`src/rtl/arith_ctrl.sv`:
```
// arith_ctrl: byte-serial 32-bit add/sub/compare/pass-b unit.
// One 8-bit slice per cycle, LSB first, four RUN cycles per operation.
// Result flags and f update only when the last slice completes.
module arith_ctrl (
    input  logic        clk,
    input  logic        rst,
    input  logic        start,
    input  logic [1:0]  op,
    input  logic [31:0] a,
    input  logic [31:0] b,
    output logic [31:0] f,
    output logic        C,
    output logic        V,
    output logic        Z,
    output logic        eq,
    output logic        gr,
    output logic        ls,
    output logic        busy,
    output logic        done
);

    typedef enum logic [1:0] {IDLE, RUN, DONE} state_t;
    typedef enum logic [1:0] {
        OP_ADD  = 2'b00,
        OP_SUB  = 2'b01,
        OP_CMP  = 2'b10,
        OP_PASS = 2'b11
    } op_t;

    state_t      state, state_nxt;
    op_t         rop;
    logic [31:0] ra, rb, acc;
    logic [1:0]  idx;
    logic        cy;

    logic        accept;
    logic        is_sub;
    logic [7:0]  ab, bb;
    logic [8:0]  s;
    logic        c7;
    logic [31:0] res;
    logic        res_z;

    // New operation accepted whenever the unit is not busy
    always_comb begin
        accept = start && (state != RUN);
    end

    // State register
    always_ff @(posedge clk or posedge rst) begin
        if (rst) state <= IDLE;
        else     state <= state_nxt;
    end

    // Next-state logic
    always_comb begin
        state_nxt = state;
        case (state)
            IDLE:    if (start) state_nxt = RUN;
            RUN:     if (idx == 2'd3) state_nxt = DONE;
            DONE:    state_nxt = start ? RUN : IDLE;
            default: state_nxt = IDLE;
        endcase
    end

    // Status outputs decoded from state
    always_comb begin
        busy = (state == RUN);
        done = (state == DONE);
    end

    // Current slice adder; pass-b routes the b slice through a zero a slice
    always_comb begin
        is_sub = (rop == OP_SUB) || (rop == OP_CMP);
        ab     = ra[{idx, 3'b000} +: 8];
        bb     = rb[{idx, 3'b000} +: 8];
        if (rop == OP_PASS) ab = '0;
        if (is_sub)         bb = ~bb;
        s      = {1'b0, ab} + {1'b0, bb} + {8'b0, cy};
        // carry into bit 7 of the slice; on the last slice this is carry into bit 31
        c7     = s[7] ^ ab[7] ^ bb[7];
        res    = {s[7:0], acc[23:0]};
        res_z  = (res == '0);
    end

    // Operand latch, slice accumulation and final output update
    always_ff @(posedge clk or posedge rst) begin
        if (rst) begin
            ra  <= '0;
            rb  <= '0;
            rop <= OP_ADD;
            acc <= '0;
            idx <= '0;
            cy  <= 1'b0;
            f   <= '0;
            C   <= 1'b0;
            V   <= 1'b0;
            Z   <= 1'b0;
            eq  <= 1'b0;
            gr  <= 1'b0;
            ls  <= 1'b0;
        end else if (accept) begin
            ra  <= a;
            rb  <= b;
            rop <= op_t'(op);
            idx <= '0;
            cy  <= (op_t'(op) == OP_SUB) || (op_t'(op) == OP_CMP);
        end else if (state == RUN) begin
            acc[{idx, 3'b000} +: 8] <= s[7:0];
            cy  <= s[8];
            idx <= idx + 2'd1;
            if (idx == 2'd3) begin
                case (rop)
                    OP_ADD, OP_SUB: begin
                        f <= res;
                        C <= s[8];
                        V <= c7 ^ s[8];
                        Z <= res_z;
                    end
                    OP_CMP: begin
                        C <= s[8];
                        V <= c7 ^ s[8];
                        Z <= res_z;
                    end
                    default: begin
                        f <= res;
                        C <= 1'b0;
                        V <= 1'b0;
                        Z <= res_z;
                    end
                endcase
                eq <= is_sub & res_z;
                gr <= is_sub & s[8] & ~res_z;
                ls <= is_sub & ~s[8];
            end
        end
    end

endmodule

```
`config.mk`:
```
export PLATFORM = sky130hd
export DESIGN_NAME = arith_ctrl
export DESIGN_NICKNAME = d
export VERILOG_FILES = /design/src/rtl/arith_ctrl.sv
export SDC_FILE = /design/constraint.sdc
export NUM_CORES = 1
export LEC_CHECK = 0
export ABC_CLOCK_PERIOD_IN_PS = 4700
export CORE_MARGIN = 2
export CORE_UTILIZATION = 45
export CTS_BUF_LIST = sky130_fd_sc_hd__clkbuf_16
export CTS_CLUSTER_SIZE = 16
export DETAILED_ROUTE_END_ITERATION = 10
export PLACE_DENSITY = 0.73
export RECOVER_POWER = 100
export SYNTH_ARGS = -nofsm -noshare
export SYNTH_HDL_FRONTEND = slang
export SYNTH_SLANG_ARGS = --single-unit
```
`constraint.sdc`:
```
create_clock -name clk -period 4.7 [get_ports clk]
set_input_delay 1.41 -clock clk [delete_from_list [all_inputs] [get_ports clk]]
set_output_delay 1.41 -clock clk [all_outputs]
set_load 0.005 [all_outputs]
```
==> results of run 1 <==
## worst max path at each step
stage | from | end | slack [ns] | cells after the start
3_5_place_dp | idx[0] | gr | 0.86 | 12
3_3_place_gp | idx[0] | gr | 1.0 | 12
5_1_grt | idx[0] | gr | 0.58 | 12
4_1_cts | idx[0] | gr | 0.85 | 12
2_1_floorplan | idx[0] | gr | 1.11 | 11
6_report | rop[0] | gr | 0.87 | 12
## final cells by class
cell class | instances | area (µm²) | share of cell area, %
multi-input cells | 264 | 2550 | 32.6
clock buffers | 17 | 425 | 5.44
clock inverters | 12 | 103 | 1.31
flip-flops and latches | 133 | 3330 | 42.6
repair buffers | 115 | 1140 | 14.5
well taps | 176 | 220 | 2.82
inverters | 15 | 57.6 | 0.736
## placed cells by master (no fill, tap or decap), drive strengths merged, types with 4 or more instances in the layout
cell type	count
ha	14
a21oi	4
a22o	18
mux2	97
clkdlybuf4s50	67
mux4	16
nand2	19
nor4	4
clkinv	4
nor2b	8
dfrtp	133
dlygate4sd3	41
nor2	13
o21ai	14
buf	4
a21o	5
o31ai	4
inv	19
xnor2	10
clkbuf	20
## cell families after synthesis
| group | share of synthesized area (%) |
|---|---|
| AO/OA/AOI/OAI | 7.32 |
| XOR/XNOR | 2.02 |
| adder cells (fa/ha/maj) | 3.58 |
| buffers and inverters | 2.14 |
| flip-flops | 55.3 |
| multiplexers | 24.2 |
| AND/OR/NAND/NOR | 5.43 |
## per-layer routing
metal / vias up / wire [µm] / GRT usage [%] / share of wire, %
met3: 23 / 688 / 6.13 / 5.3
met4: 0 / 280 / 7.43 / 2.1
met1: 1996 / 5410 / 24.2 / 41
met2: 132 / 6680 / 32.5 / 51
met5: - / 0 / 0 / 0
li1: 1798 / - / - / -
## worst max-delay path: stages (launching register included)
cell,delay [ns]
sky130_fd_sc_hd__dfrtp_1,0.36
sky130_fd_sc_hd__inv_1,0.05
sky130_fd_sc_hd__ha_1,0.61
sky130_fd_sc_hd__inv_1,0.14
sky130_fd_sc_hd__xnor2_1,0.18
sky130_fd_sc_hd__fa_1,0.41
sky130_fd_sc_hd__inv_1,0.09
sky130_fd_sc_hd__fa_1,0.48
sky130_fd_sc_hd__nor4b_1,0.31
sky130_fd_sc_hd__nand4_1,0.14
sky130_fd_sc_hd__a2111oi_0,0.43
sky130_fd_sc_hd__o2111ai_1,0.23
sky130_fd_sc_hd__a41o_1,0.28
## sequential cells by signal (all words and copies together) (netlist names)
register	flops
rb	32
eq	1
cy	1
gr	1
f	32
rop	2
V	1
Z	1
ls	1
C	1
acc	24
state	2
idx	2
ra	32
## metrics by stage
stage	std cells	hold WS, ns	utilization (%)	instance area, µm²	setup slack [ns]
5_1_grt	732	0.508	59.5	7820	0.577
3_3_place_gp	703	0.483	55.7	7320	0.996
3_5_place_dp	703	0.488	55.7	7320	0.860
4_1_cts	732	0.495	59.7	7840	0.846
6_report	732	0.493	59.5	7820	0.871
2_1_floorplan	428	0.466	-	6020	1.11
==> metrics.txt, run 1 <==
# TYPE chip_impl_metric gauge
chip_impl_info{name="outcome",value="complete, but fails checks"} 1
chip_impl_info{name="violations",value="capacitance limit, slew limit"} 1
chip_impl_metric{name="antenna_found_initial",unit=""} 0
chip_impl_metric{name="floorplan.die_area",unit="µm²"} 14300
chip_impl_metric{name="postCtsHoldBufs",unit=""} 0
chip_impl_metric{name="maximum_number_of_pins_on_one_net_before_global_route_repair",unit=""} 67
chip_impl_metric{name="syn2layout_area_growth",unit="%"} 30.0
chip_impl_info{name="cts_tree",value="built"} 1
chip_impl_metric{name="seq_area_frac_synth",unit="%"} 55.3
chip_impl_metric{name="detail_route.drc_violations",unit=""} 0
chip_impl_metric{name="finalMaxSlewViolations",unit=""} 143
chip_impl_metric{name="yosys_warnings",unit=""} 0
chip_impl_info{name="leading_register_cell_type_out_of_synthesis",value="sky130_fd_sc_hd__dfrtp_1"} 1
chip_impl_metric{name="clock_sink_count",unit=""} 133
chip_impl_metric{name="post-route-period-util",unit="%"} 81.5
chip_impl_metric{name="cts-buffers-inserted",unit=""} 17
chip_impl_info{name="hold_start",value="state[0]"} 1
chip_impl_metric{name="fp.coreArea",unit="µm²"} 13100
chip_impl_metric{name="postSynth.asyncResetShare",unit="%"} 100
chip_impl_metric{name="antenna_cells_inserted",unit=""} 0
chip_impl_metric{name="die_width",unit="µm"} 120
chip_impl_info{name="worst_hold_path.endpoint",value="state[0]"} 1
chip_impl_metric{name="clk_pin_slew",unit="ns"} 0.05
chip_impl_metric{name="synth_cells",unit=""} 428
chip_impl_info{name="synth.top_cells.by_area",value="sky130_fd_sc_hd__dfrtp_1, sky130_fd_sc_hd__mux2_2, sky130_fd_sc_hd__mux4_2"} 1
chip_impl_metric{name="required",unit="ns"} 5.00
chip_impl_metric{name="critical_path_peak_fanout",unit=""} 10
chip_impl_metric{name="syn_avg_cell_area",unit="µm²"} 14.0
chip_impl_info{name="worst_setup_path_end_kind",value="flip-flop"} 1
chip_impl_metric{name="rows",unit=""} 42
chip_impl_metric{name="die-height",unit="µm"} 120
chip_impl_metric{name="syn-num-nets",unit=""} 513
chip_impl_metric{name="final_setup_violation_count",unit=""} 0
chip_impl_metric{name="drive_gt1_share",unit="%"} 26.1
chip_impl_metric{name="dp_hpwl",unit="mm"} 9.62
chip_impl_metric{name="design.portCount",unit=""} 109
chip_impl_metric{name="insertion_delay",unit="ns"} 0.42
chip_impl_metric{name="r2r_setup_slk",unit="ns"} 0.87
chip_impl_metric{name="nFillCells",unit=""} 1026
chip_impl_metric{name="post-cts-setup-buffers",unit=""} 0
chip_impl_metric{name="drt-total-wl",unit="mm"} 13.1
chip_impl_info{name="clockRootBuffer",value="sky130_fd_sc_hd__clkbuf_16"} 1
chip_impl_metric{name="headroom_to_the_max_slew_limit",unit="%"} -23.7
chip_impl_metric{name="buffers_on_ports",unit=""} 108
chip_impl_metric{name="routed-via-count",unit=""} 3949
chip_impl_info{name="worst-setup-path-type",value="flip-flop to flip-flop"} 1
chip_impl_info{name="r2r_end",value="gr"} 1
chip_impl_metric{name="drt_iter0_markers",unit=""} 188
chip_impl_info{name="min_path_type",value="flip-flop to flip-flop"} 1
chip_impl_metric{name="hold_violations",unit=""} 0
chip_impl_metric{name="post_drt_via_cell_ratio",unit=""} 5.39
chip_impl_metric{name="r2r.worst_path.cells",unit=""} 12
chip_impl_metric{name="synth_top_area_share",unit="%"} 55.3
chip_impl_metric{name="clock_tree.buffer_depth",unit=""} 2
chip_impl_metric{name="tightest_slew",unit="ns"} 1.84
chip_impl_info{name="synth_commonest_cells",value="sky130_fd_sc_hd__dfrtp_1, sky130_fd_sc_hd__mux2_2, sky130_fd_sc_hd__nand2_1"} 1
chip_impl_metric{name="drv.max_cap_violation_count",unit=""} 3
chip_impl_metric{name="detailedRoute.firstPassIterationCount",unit=""} 4
chip_impl_metric{name="wl_per_cell",unit="µm"} 17.8
chip_impl_info{name="launching_element_type_of_the_critical_path",value="flip-flop"} 1
chip_impl_metric{name="place_congestion",unit=""} 0.889
chip_impl_info{name="crit-reg2reg-launch",value="rop[0]"} 1
chip_impl_metric{name="antenna_left",unit=""} 0
chip_impl_metric{name="grt_resource_usage_total",unit="%"} 19.6
chip_impl_info{name="rsz_0062_raised_after_global_routing",value="false"} 1
chip_impl_metric{name="synth_seq_cells",unit=""} 133
chip_impl_info{name="synth.largest_area_cell",value="sky130_fd_sc_hd__dfrtp_1"} 1
chip_impl_metric{name="overflow",unit=""} 0
chip_impl_metric{name="timing.fmax",unit="MHz"} 261
chip_impl_metric{name="clock_period_minus_worst_slack",unit="ns"} 3.83
chip_impl_metric{name="first_global_vias",unit=""} 4187
chip_impl_metric{name="grt_pass1_wl",unit="mm"} 21.4
chip_impl_metric{name="fin_nets",unit=""} 631
chip_impl_metric{name="start_util",unit="%"} 45.8
chip_impl_metric{name="timing.critical_path.arrival",unit="ns"} 4.13
chip_impl_metric{name="synthesis.area",unit="µm²"} 6010
chip_impl_metric{name="synth_enable_flop_cells",unit=""} 0
chip_impl_metric{name="tns",unit="ns"} 0
chip_impl_metric{name="htree_num_levels",unit=""} 4
chip_impl_metric{name="post_cts.resized_instances",unit=""} 0
chip_impl_metric{name="synthDistinctLibCells",unit=""} 43
chip_impl_metric{name="layout_skew",unit="ns"} 0.00667
chip_impl_info{name="synth_most_common_cell",value="sky130_fd_sc_hd__dfrtp_1"} 1
chip_impl_metric{name="worstHoldPathCells",unit=""} 1
Power of run 1 is not shown: default switching activity piles up to over one toggle a cycle in this logic, so the estimate is an artifact.
==> run 2, diff against run 1 <==
- ABC_CLOCK_PERIOD_IN_PS: 4700 -> 3850
- PLACE_DENSITY: 0.73 -> 0.7
- clock period: 4.7 -> 3.85 ns (I/O delays scaled with it)
==> metrics.txt, run 2 (synthesis results as in run 1) <==
# TYPE chip_impl_metric gauge
chip_impl_info{name="rsz_0062_raised_after_global_routing",value="false"} 1
chip_impl_info{name="crit-reg2reg-launch",value="idx[0]"} 1
chip_impl_metric{name="final_setup_violation_count",unit=""} 0
chip_impl_metric{name="detailedRoute.firstPassIterationCount",unit=""} 4
chip_impl_metric{name="tightest_slew",unit="ns"} 1.57
chip_impl_metric{name="insertion_delay",unit="ns"} 0.42
chip_impl_info{name="cts_tree",value="built"} 1
chip_impl_info{name="violations",value="capacitance limit, slew limit"} 1
chip_impl_metric{name="drt-total-wl",unit="mm"} 13.0
chip_impl_metric{name="start_util",unit="%"} 45.8
chip_impl_metric{name="floorplan.die_area",unit="µm²"} 14300
chip_impl_metric{name="drive_gt1_share",unit="%"} 27.0
chip_impl_info{name="outcome",value="complete, but fails checks"} 1
chip_impl_metric{name="hold_violations",unit=""} 0
chip_impl_info{name="hold_start",value="ls"} 1
chip_impl_info{name="leading_cell_types_in_the_layout_fill_and_taps_excluded",value="sky130_fd_sc_hd__dfrtp_1, sky130_fd_sc_hd__mux2_2, sky130_fd_sc_hd__clkdlybuf4s50_1, sky130_fd_sc_hd__dlygate4sd3_1"} 1
chip_impl_metric{name="overflow",unit=""} 0
chip_impl_metric{name="fin_nets",unit=""} 638
chip_impl_metric{name="first_global_vias",unit=""} 4167
chip_impl_metric{name="syn2layout_area_growth",unit="%"} 30.4
chip_impl_metric{name="routed-via-count",unit=""} 3926
chip_impl_metric{name="timing.critical_path.arrival",unit="ns"} 3.84
chip_impl_info{name="min_path_type",value="flip-flop to flip-flop"} 1
chip_impl_metric{name="timing.fmax",unit="MHz"} 283
chip_impl_info{name="crit_path_start",value="idx[0]"} 1
chip_impl_metric{name="die-height",unit="µm"} 120
chip_impl_metric{name="post-cts-setup-buffers",unit=""} 0
chip_impl_info{name="reg.largest.list",value="f: 32 flops, ra: 32 flops, rb: 32 flops"} 1
chip_impl_metric{name="post_cts.resized_instances",unit=""} 0
chip_impl_metric{name="drt_iter0_markers",unit=""} 132
chip_impl_info{name="layout_commonest_cell",value="sky130_fd_sc_hd__dfrtp_1"} 1
chip_impl_metric{name="die_width",unit="µm"} 120
chip_impl_metric{name="antenna_left",unit=""} 0
chip_impl_metric{name="htree_num_levels",unit=""} 4
chip_impl_metric{name="dp.cells",unit=""} 710
chip_impl_metric{name="grt_pass1_wl",unit="mm"} 21.5
chip_impl_metric{name="headroom_to_the_max_slew_limit",unit="%"} -4.83
chip_impl_metric{name="buffers_on_ports",unit=""} 108
chip_impl_metric{name="wl_per_cell",unit="µm"} 17.6
chip_impl_metric{name="place_congestion",unit=""} 0.858
chip_impl_metric{name="drv.max_cap_violation_count",unit=""} 1
chip_impl_info{name="crit_top_cell",value="sky130_fd_sc_hd__fa_1"} 1
chip_impl_metric{name="clock_period_minus_worst_slack",unit="ns"} 3.54
chip_impl_info{name="worst_setup_path_end_kind",value="flip-flop"} 1
chip_impl_metric{name="dp_hpwl",unit="mm"} 9.77
chip_impl_info{name="worst-setup-path-type",value="flip-flop to flip-flop"} 1
chip_impl_metric{name="required",unit="ns"} 4.16
chip_impl_metric{name="fp.coreArea",unit="µm²"} 13100
chip_impl_metric{name="clock_sink_count",unit=""} 133
chip_impl_metric{name="maximum_number_of_pins_on_one_net_before_global_route_repair",unit=""} 67
chip_impl_metric{name="final_util",unit="%"} 59.7
chip_impl_metric{name="postCtsHoldBufs",unit=""} 0
chip_impl_metric{name="clock_tree.buffer_depth",unit=""} 2
chip_impl_metric{name="clk_pin_slew",unit="ns"} 0.05
chip_impl_metric{name="tns",unit="ns"} 0
chip_impl_metric{name="detail_route.drc_violations",unit=""} 0
chip_impl_metric{name="final-instance-count-excl-fill",unit=""} 742
chip_impl_metric{name="post-route-period-util",unit="%"} 91.8
chip_impl_metric{name="rows",unit=""} 42
chip_impl_metric{name="design.portCount",unit=""} 109
chip_impl_info{name="clockRootBuffer",value="sky130_fd_sc_hd__clkbuf_16"} 1
chip_impl_metric{name="layout_skew",unit="ns"} 0.00559
chip_impl_info{name="critPathTopFamily",value="compound AO/OA/AOI/OAI gates"} 1
chip_impl_info{name="critical_path.cell_chain",value="buf_4 > mux4_2 > nand2b_1 > fa_1 > inv_1 > fa_1 > xor2_1 > nor3_1 > nand4_1 > a2111oi_1 > o2111ai_1 > a41o_1"} 1
chip_impl_metric{name="antenna_cells_inserted",unit=""} 0
chip_impl_info{name="launching_element_type_of_the_critical_path",value="flip-flop"} 1
chip_impl_metric{name="cts-buffers-inserted",unit=""} 17
chip_impl_metric{name="post_drt_via_cell_ratio",unit=""} 5.29
chip_impl_metric{name="grt_resource_usage_total",unit="%"} 19.8
chip_impl_info{name="cp_slowest_cell",value="sky130_fd_sc_hd__dfrtp_1"} 1
chip_impl_metric{name="hold_ws",unit="ns"} 0.485
chip_impl_metric{name="critical_path_buf_inv_count",unit=""} 2
chip_impl_metric{name="antenna_found_initial",unit=""} 0
chip_impl_metric{name="critical_path_s_largest_stage_delay",unit="ns"} 0.51
chip_impl_metric{name="finalMaxSlewViolations",unit=""} 67
chip_impl_metric{name="critical_path_peak_fanout",unit=""} 5
-- run 2: cell count changes in the layout (fill, tap and decap cells not counted), moves of 2 or more --
cell | before | now
sky130_fd_sc_hd__clkinv_2 | 1 | 3
sky130_fd_sc_hd__clkbuf_2 | 2 | 4
sky130_fd_sc_hd__buf_4 | 3 | 8
sky130_fd_sc_hd__inv_1 | 19 | 16
sky130_fd_sc_hd__clkinv_1 | 3 | 6
-- run 2: tightest hold or removal path, cell delays in order (launching register included) --
cell and delay (ns):
sky130_fd_sc_hd__dfrtp_1 0.34, sky130_fd_sc_hd__nand2_1 0.05, sky130_fd_sc_hd__o31ai_1 0.06
-- run 2: cell type report --
type	count	area, µm²
Clock buffer	17	425
Sequential cell	133	3330
Multi-Input combinational cell	264	2540
Timing Repair Buffer	122	1170
Tap cell	176	220
Fill cell	1073	5290
Clock inverter	15	98.8
Inverter	15	57.6
-- run 2: final timing paths --
| path | cells after the start | slack [ns] | to |
|---|---|---|---|
| max | 12 | 0.31 | gr |
| min | 2 | 0.49 | ls |
| max reg2reg | 12 | 0.31 | gr |
| min reg2reg | 2 | 0.49 | ls |
| max in group asynchronous | 3 | 0.59 | rb[14] |
| min in group asynchronous | 2 | 1.38 | f[20] |
-- run 2: metrics by stage --
step	area, µm²	worst slack [ns]
after floorplan	6020	0.263
after global placement	7390	0.240
after detailed placement	7390	0.187
after CTS	7920	0.173
after global routing	7840	0.0157
final	7840	0.314
-- run 2: layer usage --
metal  global-route usage (%)  vias up  wire (µm)
met5                        0        -          0
met4                     8.09        0        278
met3                     4.75       23        563
met2                     33.3      107       6600
met1                     24.7     1966       5600
li1                         -     1830          -
Power of run 2 is left out for the same reason.
